--- src/rtl/issue_scheduler_if.sv ---
// Bundle of decoder, dispatch, writeback and status signals around the issue scheduler.
// The master modport is the scheduler's view; the slave modport is its environment.
interface issue_scheduler_if #(
   parameter int CNT_W = 16
);
   logic             dec_valid_i;
   logic             dec_ready_o;
   logic [3:0]       dec_type_i;
   logic [4:0]       dec_rd_i;
   logic [4:0]       dec_rs1_i;
   logic [4:0]       dec_rs2_i;
   logic [4:0]       dec_rs3_i;
   logic [2:0]       dec_rconf_i;
   logic             dec_n_bad_i;
   logic             flush_i;
   logic             alu_valid_o;
   logic             alu_ready_i;
   logic             fpu_valid_o;
   logic             fpu_ready_i;
   logic             mem_valid_o;
   logic             mem_ready_i;
   logic [3:0]       iss_type_o;
   logic [4:0]       iss_rd_o;
   logic [4:0]       iss_rs1_o;
   logic [4:0]       iss_rs2_o;
   logic [4:0]       iss_rs3_o;
   logic             wb_int_valid_i;
   logic [4:0]       wb_int_rd_i;
   logic             wb_fp_valid_i;
   logic [4:0]       wb_fp_rd_i;
   logic             trap_valid_o;
   logic [CNT_W-1:0] stall_cnt_o;

   modport master (
      input  dec_valid_i, dec_type_i, dec_rd_i, dec_rs1_i, dec_rs2_i, dec_rs3_i,
      input  dec_rconf_i, dec_n_bad_i, flush_i,
      input  alu_ready_i, fpu_ready_i, mem_ready_i,
      input  wb_int_valid_i, wb_int_rd_i, wb_fp_valid_i, wb_fp_rd_i,
      output dec_ready_o, alu_valid_o, fpu_valid_o, mem_valid_o,
      output iss_type_o, iss_rd_o, iss_rs1_o, iss_rs2_o, iss_rs3_o,
      output trap_valid_o, stall_cnt_o
   );

   modport slave (
      output dec_valid_i, dec_type_i, dec_rd_i, dec_rs1_i, dec_rs2_i, dec_rs3_i,
      output dec_rconf_i, dec_n_bad_i, flush_i,
      output alu_ready_i, fpu_ready_i, mem_ready_i,
      output wb_int_valid_i, wb_int_rd_i, wb_fp_valid_i, wb_fp_rd_i,
      input  dec_ready_o, alu_valid_o, fpu_valid_o, mem_valid_o,
      input  iss_type_o, iss_rd_o, iss_rs1_o, iss_rs2_o, iss_rs3_o,
      input  trap_valid_o, stall_cnt_o
   );
endinterface

--- src/rtl/issue_scheduler.sv ---
// Single-issue in-order dispatch controller.
// Holds one decoded instruction, waits until its integer/FP scoreboard hazards
// clear, then hands it to the ALU, FPU or MEM unit over valid/ready.
module issue_scheduler #(
   parameter int CNT_W   = 16,
   parameter bit X0_HARD = 1'b1
) (
   input logic                clk,
   input logic                n_rst,
   issue_scheduler_if.master  bus
);

   typedef enum logic [1:0] {EMPTY, WAIT, ISSUE, TRAP} state_t;

   state_t           state_q;
   logic [3:0]       issType_q;
   logic [4:0]       issRd_q;
   logic [4:0]       issRs1_q;
   logic [4:0]       issRs2_q;
   logic [4:0]       issRs3_q;
   logic [2:0]       issRconf_q;
   logic [CNT_W-1:0] stallCnt_q;
   logic [31:0]      busyInt_q;
   logic [31:0]      busyFp_q;
   logic [31:0]      busyInt_d;
   logic [31:0]      busyFp_d;

   logic isMem, isFpu, isAlu;
   logic selMem, selFpu, selAlu;
   logic rdFp, rs1Fp, rs23Fp;
   logic rs1Busy, rs2Busy, rs3Busy, rdBusy;
   logic hazard;
   logic unitReady;
   logic handshake;
   logic decBad;

   // Decode the held instruction: unit priority MEM > FPU > ALU, and which
   // register file each operand lives in (FP loads keep an integer base).
   always_comb begin
      isMem   = issType_q[0];
      isFpu   = issType_q[2];
      isAlu   = issType_q[3];
      selMem  = isMem;
      selFpu  = !isMem && isFpu;
      selAlu  = !isMem && !isFpu && isAlu;
      rdFp    = isFpu;
      rs1Fp   = !isMem && isFpu;
      rs23Fp  = isFpu;
      rs1Busy = rs1Fp  ? busyFp_q[issRs1_q] : busyInt_q[issRs1_q];
      rs2Busy = rs23Fp ? busyFp_q[issRs2_q] : busyInt_q[issRs2_q];
      rs3Busy = rs23Fp ? busyFp_q[issRs3_q] : busyInt_q[issRs3_q];
      rdBusy  = rdFp   ? busyFp_q[issRd_q]  : busyInt_q[issRd_q];
      hazard  = (issRconf_q[2] && rs1Busy) || (issRconf_q[1] && rs2Busy)
             || (issRconf_q[0] && rs3Busy) || rdBusy;
      unitReady = (selMem && bus.mem_ready_i) || (selFpu && bus.fpu_ready_i)
               || (selAlu && bus.alu_ready_i);
      handshake = (state_q == ISSUE) && unitReady;
   end

   // An incoming instruction is bad if flagged by the decoder or if it names
   // no execution unit (fpu_sd alone, or an all-zero type, has nowhere to go).
   always_comb begin
      decBad = !bus.dec_n_bad_i || ((bus.dec_type_i & 4'b1101) == 4'b0000);
   end

   // Scoreboard next state: writebacks clear first, then an issue handshake
   // sets its destination so a same-register set beats the clear.
   always_comb begin
      busyInt_d = busyInt_q;
      busyFp_d  = busyFp_q;
      if (bus.wb_int_valid_i && !(X0_HARD && bus.wb_int_rd_i == 5'd0))
         busyInt_d[bus.wb_int_rd_i] = 1'b0;
      if (bus.wb_fp_valid_i)
         busyFp_d[bus.wb_fp_rd_i] = 1'b0;
      if (handshake) begin
         if (rdFp)
            busyFp_d[issRd_q] = 1'b1;
         else if (!(X0_HARD && issRd_q == 5'd0))
            busyInt_d[issRd_q] = 1'b1;
      end
   end

   // Dispatch FSM with latched instruction, saturating stall counter and
   // scoreboard; flush overrides every state but keeps the scoreboard.
   always_ff @(posedge clk) begin
      if (!n_rst) begin
         state_q    <= EMPTY;
         issType_q  <= '0;
         issRd_q    <= '0;
         issRs1_q   <= '0;
         issRs2_q   <= '0;
         issRs3_q   <= '0;
         issRconf_q <= '0;
         stallCnt_q <= '0;
         busyInt_q  <= '0;
         busyFp_q   <= '0;
      end else begin
         busyInt_q <= busyInt_d;
         busyFp_q  <= busyFp_d;
         if (bus.flush_i) begin
            state_q <= EMPTY;
         end else begin
            case (state_q)
               EMPTY: begin
                  if (bus.dec_valid_i) begin
                     issType_q  <= bus.dec_type_i;
                     issRd_q    <= bus.dec_rd_i;
                     issRs1_q   <= bus.dec_rs1_i;
                     issRs2_q   <= bus.dec_rs2_i;
                     issRs3_q   <= bus.dec_rs3_i;
                     issRconf_q <= bus.dec_rconf_i;
                     state_q    <= decBad ? TRAP : WAIT;
                  end
               end
               WAIT: begin
                  if (hazard) begin
                     if (stallCnt_q != {CNT_W{1'b1}})
                        stallCnt_q <= stallCnt_q + 1'b1;
                  end else begin
                     state_q <= ISSUE;
                  end
               end
               ISSUE: begin
                  if (handshake)
                     state_q <= EMPTY;
               end
               TRAP: begin
                  state_q <= TRAP;
               end
               default: state_q <= EMPTY;
            endcase
         end
      end
   end

   assign bus.dec_ready_o  = n_rst && (state_q == EMPTY) && !bus.flush_i;
   assign bus.alu_valid_o  = n_rst && (state_q == ISSUE) && selAlu;
   assign bus.fpu_valid_o  = n_rst && (state_q == ISSUE) && selFpu;
   assign bus.mem_valid_o  = n_rst && (state_q == ISSUE) && selMem;
   assign bus.trap_valid_o = n_rst && (state_q == TRAP);
   assign bus.iss_type_o   = issType_q;
   assign bus.iss_rd_o     = issRd_q;
   assign bus.iss_rs1_o    = issRs1_q;
   assign bus.iss_rs2_o    = issRs2_q;
   assign bus.iss_rs3_o    = issRs3_q;
   assign bus.stall_cnt_o  = stallCnt_q;

endmodule

--- src/flat_wrapper.sv ---
// flat-port wrapper written by rule: the top's interface ports become plain ports
module issue_scheduler_flat 
#(
   parameter int CNT_W   = 16,
   parameter bit X0_HARD = 1'b1
)
  (clk, n_rst, bus_dec_valid_i, bus_dec_type_i, bus_dec_rd_i, bus_dec_rs1_i, bus_dec_rs2_i, bus_dec_rs3_i, bus_dec_rconf_i, bus_dec_n_bad_i, bus_flush_i, bus_alu_ready_i, bus_fpu_ready_i, bus_mem_ready_i, bus_wb_int_valid_i, bus_wb_int_rd_i, bus_wb_fp_valid_i, bus_wb_fp_rd_i, bus_dec_ready_o, bus_alu_valid_o, bus_fpu_valid_o, bus_mem_valid_o, bus_iss_type_o, bus_iss_rd_o, bus_iss_rs1_o, bus_iss_rs2_o, bus_iss_rs3_o, bus_trap_valid_o, bus_stall_cnt_o);
  issue_scheduler_if #(.CNT_W(CNT_W)) bus_i ();
  input logic clk;
  input logic n_rst;
  input wire logic [$bits(bus_i.dec_valid_i)-1:0] bus_dec_valid_i;
  input wire logic [$bits(bus_i.dec_type_i)-1:0] bus_dec_type_i;
  input wire logic [$bits(bus_i.dec_rd_i)-1:0] bus_dec_rd_i;
  input wire logic [$bits(bus_i.dec_rs1_i)-1:0] bus_dec_rs1_i;
  input wire logic [$bits(bus_i.dec_rs2_i)-1:0] bus_dec_rs2_i;
  input wire logic [$bits(bus_i.dec_rs3_i)-1:0] bus_dec_rs3_i;
  input wire logic [$bits(bus_i.dec_rconf_i)-1:0] bus_dec_rconf_i;
  input wire logic [$bits(bus_i.dec_n_bad_i)-1:0] bus_dec_n_bad_i;
  input wire logic [$bits(bus_i.flush_i)-1:0] bus_flush_i;
  input wire logic [$bits(bus_i.alu_ready_i)-1:0] bus_alu_ready_i;
  input wire logic [$bits(bus_i.fpu_ready_i)-1:0] bus_fpu_ready_i;
  input wire logic [$bits(bus_i.mem_ready_i)-1:0] bus_mem_ready_i;
  input wire logic [$bits(bus_i.wb_int_valid_i)-1:0] bus_wb_int_valid_i;
  input wire logic [$bits(bus_i.wb_int_rd_i)-1:0] bus_wb_int_rd_i;
  input wire logic [$bits(bus_i.wb_fp_valid_i)-1:0] bus_wb_fp_valid_i;
  input wire logic [$bits(bus_i.wb_fp_rd_i)-1:0] bus_wb_fp_rd_i;
  output wire logic [$bits(bus_i.dec_ready_o)-1:0] bus_dec_ready_o;
  output wire logic [$bits(bus_i.alu_valid_o)-1:0] bus_alu_valid_o;
  output wire logic [$bits(bus_i.fpu_valid_o)-1:0] bus_fpu_valid_o;
  output wire logic [$bits(bus_i.mem_valid_o)-1:0] bus_mem_valid_o;
  output wire logic [$bits(bus_i.iss_type_o)-1:0] bus_iss_type_o;
  output wire logic [$bits(bus_i.iss_rd_o)-1:0] bus_iss_rd_o;
  output wire logic [$bits(bus_i.iss_rs1_o)-1:0] bus_iss_rs1_o;
  output wire logic [$bits(bus_i.iss_rs2_o)-1:0] bus_iss_rs2_o;
  output wire logic [$bits(bus_i.iss_rs3_o)-1:0] bus_iss_rs3_o;
  output wire logic [$bits(bus_i.trap_valid_o)-1:0] bus_trap_valid_o;
  output wire logic [$bits(bus_i.stall_cnt_o)-1:0] bus_stall_cnt_o;
  assign bus_i.dec_valid_i = bus_dec_valid_i;
  assign bus_i.dec_type_i = bus_dec_type_i;
  assign bus_i.dec_rd_i = bus_dec_rd_i;
  assign bus_i.dec_rs1_i = bus_dec_rs1_i;
  assign bus_i.dec_rs2_i = bus_dec_rs2_i;
  assign bus_i.dec_rs3_i = bus_dec_rs3_i;
  assign bus_i.dec_rconf_i = bus_dec_rconf_i;
  assign bus_i.dec_n_bad_i = bus_dec_n_bad_i;
  assign bus_i.flush_i = bus_flush_i;
  assign bus_i.alu_ready_i = bus_alu_ready_i;
  assign bus_i.fpu_ready_i = bus_fpu_ready_i;
  assign bus_i.mem_ready_i = bus_mem_ready_i;
  assign bus_i.wb_int_valid_i = bus_wb_int_valid_i;
  assign bus_i.wb_int_rd_i = bus_wb_int_rd_i;
  assign bus_i.wb_fp_valid_i = bus_wb_fp_valid_i;
  assign bus_i.wb_fp_rd_i = bus_wb_fp_rd_i;
  assign bus_dec_ready_o = bus_i.dec_ready_o;
  assign bus_alu_valid_o = bus_i.alu_valid_o;
  assign bus_fpu_valid_o = bus_i.fpu_valid_o;
  assign bus_mem_valid_o = bus_i.mem_valid_o;
  assign bus_iss_type_o = bus_i.iss_type_o;
  assign bus_iss_rd_o = bus_i.iss_rd_o;
  assign bus_iss_rs1_o = bus_i.iss_rs1_o;
  assign bus_iss_rs2_o = bus_i.iss_rs2_o;
  assign bus_iss_rs3_o = bus_i.iss_rs3_o;
  assign bus_trap_valid_o = bus_i.trap_valid_o;
  assign bus_stall_cnt_o = bus_i.stall_cnt_o;
  issue_scheduler #(.CNT_W(CNT_W), .X0_HARD(X0_HARD)) u_core (.clk(clk), .n_rst(n_rst), .bus(bus_i));
endmodule
--- config.mk ---
export PLATFORM = sky130hd
export DESIGN_NAME = issue_scheduler_flat
export DESIGN_NICKNAME = d
export VERILOG_FILES = /design/src/rtl/issue_scheduler_if.sv /design/src/rtl/issue_scheduler.sv /design/src/flat_wrapper.sv
export SDC_FILE = /design/constraint.sdc
export NUM_CORES = 1
export LEC_CHECK = 0
export CAP_MARGIN = 20
export CORE_MARGIN = 5
export CORE_UTILIZATION = 60
export DETAILED_ROUTE_END_ITERATION = 10
export HOLD_SLACK_MARGIN = 0.06
export PLACE_DENSITY = 0.88
export SYNTH_ARGS = -nofsm -noshare
export SYNTH_HDL_FRONTEND = slang
export SYNTH_SLANG_ARGS = --single-unit
--- constraint.sdc ---
create_clock -name clk -period 7.3 [get_ports clk]
set_input_delay 1.46 -clock clk [delete_from_list [all_inputs] [get_ports clk]]
set_output_delay 1.46 -clock clk [all_outputs]
set_load 0.03 [all_outputs]
== Yosys cells after proc, flatten, opt, wreduce, memory -nomap -nowiden ==
Cells that the tools add are included.

* Bits in registers: 109
* Latch bits: 0
* Memory bits (writable): 0
* ROM bits: 0
* Bits of input ports: 47
* Output and inout port bits: 45
* Word-level logic and storage cells: 113
* Memories: 0

* Add/sub/neg operators: 1
* Multipliers: 0
* Divide/modulo/power cells: 0
* Magnitude comparators: 9
* Eq/ne operators: 7
* Shift operators: 0
* Muxes and demuxes: 38
* Bitwise gates (word level): 8
* Reductions and logical operators: 40

{| class="wikitable"
|+ Operators with widths
! operator !! number
|-
| two-way mux 32 bit || 7
|-
| AND 32 bit || 2
|-
| inverter 32 bit || 2
|-
| OR 32 bit || 2
|-
| binary-select mux 1 bit (select 5 bit) || 8
|-
| < comparator 5 x 6 -> 1 bit (second input constant) || 6
|-
| logical AND 1 bit || 21
|-
| adder 16 x 1 -> 16 bit (second input constant) || 1
|-
| inequality test 16 bit (second input constant) || 1
|-
| demux 1 bit (select 5 bit) || 3
|-
| greater-or-equal comparator 5 x 1 -> 1 bit (second input constant) || 3
|-
| two-way mux 1 bit || 15
|-
| zero test 5 bit || 2
|-
| two-way mux 2 bit || 4
|-
| case mux 2 bit (4 select lines) || 1
|-
| logical OR 1 bit || 6
|-
| AND reduction 3 bit || 2
|-
| zero test 1 bit || 5
|-
| equality test 2 bit (second input constant) || 2
|-
| zero test 4 bit || 1
|-
| inequality test 2 bit (second input constant) || 2
|-
| AND reduction 4 bit || 1
|-
| equality test 2 x 1 -> 1 bit (second input constant) || 1
|-
| zero test 2 bit || 1
|-
| 3 further kinds || 4
|}

== Depth between registers and ports, before layout ==
Gate-level depths: netlist of run 1.

* Depth in word-level cells: 11
* Mapped depth: 12

== Least setup slack after synthesis of run 1 ==
OpenSTA, ideal clock, no wires.

* Path kind: input to output
* Start: in n_rst
* End: out bus_alu_valid_o
* Arrival time: 2.860 ns
* Path slack: 2.980 ns
* Cell stages on the path: 3
* Buffers on the path: 1
* Cells stage by stage: clkbuf_1 > nand2_1 > nor4b_1

* Cells in the longest elaborated chain, start to end: 2

{| class="wikitable"
|+ RTL lines
! item !! line !! text
|-
| from (decl) || flat_wrapper.sv:10 || <nowiki>input logic n_rst;</nowiki>
|-
| logical AND 1 bit (2 in a row) || issue_scheduler.sv:137 || <nowiki>assign bus.alu_valid_o = n_rst && (state_q == ISSUE) && selAlu;</nowiki>
|-
| to (decl) || flat_wrapper.sv:28 || <nowiki>output wire logic [$bits(bus_i.alu_valid_o)-1:0] bus_alu_valid_o;</nowiki>
|}

No other way between the ends.

== Worst setup path after layout of run 1 ==
Same ends and word-level chain as after synthesis.

==> flow_summary.yaml, run 1 <==
grt:
  grt_pass1_wl_mm: 33.9
  grtUsageTotal_pct: 31.9
  grt_remaining_overflow: 0
  grt_max_degree: 103
  grt_pass1_vias: 6509
  antenna_found_initial: 0
cts:
  cts_resized: 0
  root_buffer: "clkbuf_16"
  cts.clk_slew.worst_paths_ps: 70
  clock_latency_ps: 360
  cts_sinks: 109
  post_cts_buffers: 0
  cts_tree: "yes"
  cts_made_buffers: 9
  hold_buffers: 0
  cts_max_level: 3
  clockBufferDepth: 2
timing:
  setup_viol: 0
  finalCritPeriodShare_pct: 68.2
  tightest_slew_ps: 1090
  finalHoldViolations: 0
  period_minus_slack_ps: 4980
  drv_slew: 0
  fin_worst_skew_ps: 9.90
  tns_ps: 0
  max_slew_margin_pct: 27.2
  rsz0062_at_grt: "no"
  timing.fmax_mhz: 201
synthesis:
  synth.area.top_cells: "dfxtp_1 (32%), mux4_2 (18%), nand2_1 (7.1%), a21oi_1 (6.4%), o21ai_0 (5.5%)"
  syn_nets: 812
  seq_area_frac_synth_pct: 31.9
  synth_top_area_share_pct: 31.9
  synthCells: 759
  yosys_warnings: 0
  ys_types: 54
  synth_top_area_cell: "dfxtp_1"
  avgSynthCellArea_um2: 9.01
  async_reset_ff_share_pct: 0
  synth.ff_latch_count: 109
  synth_flop_cell: "dfxtp_1"
  synth_area_um2: 6840
  synth_edf_count: 0
run:
  drv_cap: 0
drt:
  first_pass_iters: 7
  vias_per_cell: 7.06
  post_drt_wl_per_cell_um: 22.0
  first_iter_violations: 1175
  drcViolationCount: 0
  ant_nets: 0
  wl_mm: 21.3
  vias: 6818
setup_path:
  endpoint_kind: "output port"
  crit_path_start_kind: "input port"
  critPathBufInv: 2
  timing.critical_path.mode_cell: "clkdlybuf4s50_1"
  r2r_start: "u_core.bus.iss_rs1_o[0]$_SDFFE_PN0P_"
  critPathKind: "input port to output port"
  worstPathMaxFanout: 14
  crit_chain: "clkdlybuf4s50_1, nand2_1, nor4b_1, clkdlybuf4s50_1"
  crit_arrival_ps: 3520
  cp.required_ps: 5840
  cp-startpoint: "n_rst"
  crit_family: "buffers and inverters"
  cp_slowest_cell: "clkdlybuf4s50_1"
  cpPeakStageDelay_ps: 760
floorplan:
  core-area_um2: 11300
  fp.dieArea_um2: 13600
  std_cell_rows: 39
  start_util_pct: 60.6
  die_width_um: 117
  die_h_um: 117
  io_pins: 92
power:
  seqPwrFrac_pct: 47.2
  p_comb_share_pct: 13.0
  power.internal_uw: 983
  power_switching_uw: 357
  p_sw_share_pct: 26.7
  ir_drop_v: 0.000127
  p_leak_uw: 0.00250
  clkPwrFrac_pct: 39.7
  powerDensity_nw_per_um2: 166
hold_path:
  hold_start: "u_core.bus.iss_type_o[1]$_SDFFE_PN0P_"
  min_path_type: "flip-flop to flip-flop"
status:
  status: "complete, no violations"
place:
  place.gp.congestion: 0.955
  hpwl_mm: 15.1
  portBuffers: 91
  dp.cells: 946
final_layout:
  final_common_cell: "nand2_1"
  instances_no_fill: 966
  layout_common_cells: "nand2_1 (129), dfxtp_1 (109), clkdlybuf4s50_1 (91), a21oi_1 (87), o21ai_0 (75)"
  antenna_cells: 0
  nets: 871
  syn_to_final_growth_pct: 18.2
  drive_gt1_share_pct: 11.7
[synth_stat cells, types with 4 or more instances]
cell      number
o21ai_0       75
or3_1         13
or3b_2         5
o21a_1        18
nor2b_1        7
nand3b_1      11
dfxtp_1      109
nand3_1       29
nand4_1        9
and2_1         6
mux2_2         5
clkbuf_1      29
mux2i_1       23
a21oi_1       87
nor3_1         5
buf_1          6
mux4_2        54
nor4_1         5
nor2_1        38
nand2_1      129
ha_1           6
nand2b_1       9
buf_2         10
inv_1         11
a22oi_1        4
mux4_1         9
[sequential cells by signal (all words and copies together), names as in the netlist]
register,cells
u_core.bus.iss_rd_o,5
u_core.bus.iss_rs1_o,5
u_core.bus.iss_rs2_o,5
u_core.bus.iss_rs3_o,5
u_core.bus.iss_type_o,4
u_core.bus.stall_cnt_o,16
u_core.busyFp_q,32
u_core.busyInt_q,32
u_core.issRconf_q,3
u_core.state_q,2
[final timing paths]
check / endpoint / slack, ps / cells after the start
setup / recovery: bus_alu_valid_o / 2320 / 4
hold / removal: u_core.bus.iss_type_o[1]$_SDFFE_PN0P_ / 460 / 2
setup reg to reg: u_core.state_q[1]$_SDFFE_PP0P_ / 3260 / 8
hold reg to reg: u_core.bus.iss_type_o[1]$_SDFFE_PN0P_ / 460 / 2
[metrics by stage]
step | total power, uW | setup WS [ps] | hold slack (ps) | cell area [um^2] | utilization, %
2_1_floorplan | 743 | 2980 | 449 | 6840 | -
3_3_place_gp | 808 | 2480 | 441 | 7700 | 68.3
3_5_place_dp | 813 | 2350 | 452 | 7700 | 68.3
4_1_cts | 1330 | 2340 | 461 | 8020 | 71.2
5_1_grt | 1370 | 2230 | 492 | 8080 | 71.7
6_report | 1340 | 2320 | 460 | 8080 | 71.7
[cell type report]
type,instances,area [um^2]
fillers,816,3190
clock buffers,9,225
multi-input cells,587,4350
flip-flops and latches,109,2180
inverters,11,41.3
clock inverters,7,96.3
well taps,143,179
repair buffers,100,1000
[worst reg2reg max path: cells and delay by family, from the launching register on]
kind               cells  cell delay (ps)
AOI/OAI and AO/OA      2              330
and+or+nand+nor        2              930
DFF                    1             1040
muxes                  4             1600
[power by group through the flow]
stage	clock (uW)	sequential, uW	combinational, uW
3_5_place_dp	0	647	166
5_1_grt	552	634	187
3_3_place_gp	0	646	162
6_report	533	633	175
4_1_cts	533	633	167
2_1_floorplan	0	639	104
[cell families (layout without fill, tap and decap cells)]
kind of cell | Yosys count | after routing | share of synthesized area, %
AND/OR/NAND/NOR | 283 | 283 | 19.9
AO/OA/AOI/OAI | 207 | 207 | 17.1
flip-flops | 109 | 109 | 31.9
multiplexers | 91 | 91 | 25.4
buffers and inverters | 63 | 127 | 4.47
adder cells (fa/ha/maj) | 6 | 6 | 1.10
[per-layer routing]
layer  routed length [um]  vias up  GRT usage [%]
li1                     -     2944              -
met1                 7810     3192           42.5
met2                 9830      582           51.0
met3                 2860      100           6.32
met4                  779        0           13.3
met5                    0        -              0
No activity file was read; power rests on OpenSTA's default activity.
==> run 2: changes to the inputs <==
- CORE_UTILIZATION: 60 -> 56
- PLACE_DENSITY: 0.88 -> 0.83
- clock period: 7.3 -> 4.75 ns (I/O delays scaled with it)
==> flow_summary.yaml, run 2 (synthesis gave the netlist of run 1 again) <==
power:
  p_leak_uw: 0.00251
  power.internal_uw: 1470
  p_sw_share_pct: 26.8
  seqPwrFrac_pct: 48.6
  power_switching_uw: 539
  powerDensity_nw_per_um2: 248
  clkPwrFrac_pct: 38.1
  ir_drop_v: 0.000154
  p_comb_share_pct: 13.3
timing:
  period_minus_slack_ps: 3890
  tns_ps: 0
  tightest_slew_ps: 1090
  rsz0062_at_grt: "no"
  timing.fmax_mhz: 257
  fin_worst_skew_ps: 12.2
  max_slew_margin_pct: 27.0
  drv_slew: 0
  finalHoldViolations: 0
  holdWs_ps: 457
  finalCritPeriodShare_pct: 81.9
  setup_viol: 0
cts:
  cts_sinks: 109
  post_cts_buffers: 0
  clockBufferDepth: 2
  hold_buffers: 0
  cts_max_level: 3
  clock_latency_ps: 350
  cts_made_buffers: 9
  cts_resized: 0
  cts_tree: "yes"
  cts.clk_slew.worst_paths_ps: 70
  root_buffer: "clkbuf_16"
grt:
  antenna_found_initial: 0
  use_met3_pct: 5.61
  grt_max_degree: 103
  grt_pass1_vias: 6534
  grt_pass1_wl_mm: 33.9
  gr-usage-met2_pct: 46.3
  grt-busiest-layer: "met2"
  grtUsageTotal_pct: 29.1
  grt_remaining_overflow: 0
  grt_util_met1_pct: 39.2
final_layout:
  final.fill_count: 955
  design_area_um2: 8100
  final_common_cell: "nand2_1"
  drive_gt1_share_pct: 12.1
  multi_input_area_um2: 4350
  nets: 876
  final-seq-area_um2: 2180
  instances_no_fill: 974
  antenna_cells: 0
  layout_common_cells: "nand2_1 (129), dfxtp_1 (109), clkdlybuf4s50_1 (91), a21oi_1 (87), o21ai_0 (75)"
  syn_to_final_growth_pct: 18.5
drt:
  wl_mm: 21.3
  post_drt_wl_per_cell_um: 21.9
  ant_nets: 0
  vias_per_cell: 6.93
  first_iter_violations: 1206
  drcViolationCount: 0
  first_pass_iters: 7
  vias: 6748
floorplan:
  io_pins: 92
  core-area_um2: 12000
  start_util_pct: 56.9
  die_width_um: 120
  fp.dieArea_um2: 14500
  std_cell_rows: 40
  die_h_um: 120
setup_path:
  cp.required_ps: 4970
  worstPathMaxFanout: 28
  crit_arrival_ps: 4100
  critPathKind: "flip-flop to flip-flop"
  endpoint_kind: "flip-flop"
  crit_path_start_kind: "flip-flop"
run:
  drv_cap: 0
place:
  portBuffers: 91
  placed_area_um2: 7760
  dp.cells: 957
  place.gp.congestion: 0.954
  hpwl_mm: 15.3
hold_path:
  min_path_type: "flip-flop to flip-flop"
status:
  status: "complete, no violations"
run 2: routing by layer:
metal	share of wire, %	up-vias
li1	-	2953
met2	46	535
met3	12	76
met1	39	3184
met5	0	-
met4	3.3	0
run 2: power groups by stage:
stage                     clock [uW]  combinational, uW  sequential (uW)
after floorplan                    0                160              983
after global placement             0                249              996
after detailed placement           0                255              999
after CTS                        769                257              978
after global routing             801                286              980
final                            766                268              976
run 2: metrics by stage:
step	setup slack, ps	utilization [%]	total power (uW)
6_report	861	67.4	2010
5_1_grt	757	67.4	2070
4_1_cts	853	67.1	2000
3_5_place_dp	866	64.6	1250
3_3_place_gp	965	64.6	1250
2_1_floorplan	1450	-	1140
run 2: final cells by class:
type	count	area share [%]
multi-input combinational	587	53.7
sequential	109	26.9
timing repair buffer	105	12.9
clock buffer	10	2.95
tap	147	2.27
clock inverter	5	0.741
inverter	11	0.510
run 2: final timing paths:
check | startpoint | to | slack, ps | cells after the start
setup reg to reg | u_core.bus.iss_rd_o[1]$_SDFFE_PN0P_ | u_core.state_q[1]$_SDFFE_PP0P_ | 860 | 7
hold / removal | u_core.bus.iss_type_o[1]$_SDFFE_PN0P_ | u_core.bus.iss_type_o[1]$_SDFFE_PN0P_ | 460 | 2
setup / recovery | u_core.bus.iss_rd_o[1]$_SDFFE_PN0P_ | u_core.state_q[1]$_SDFFE_PP0P_ | 860 | 7
hold reg to reg | u_core.bus.iss_type_o[1]$_SDFFE_PN0P_ | u_core.bus.iss_type_o[1]$_SDFFE_PN0P_ | 460 | 2
run 2: worst max-delay path, cell delays in order, from the launching register on:
cell      delay [ps]
dfxtp_1         1050
mux4_2           610
mux2i_1          200
nor2_1            60
o41ai_1          540
and4bb_1         850
o221ai_2         260
mux2i_1          170
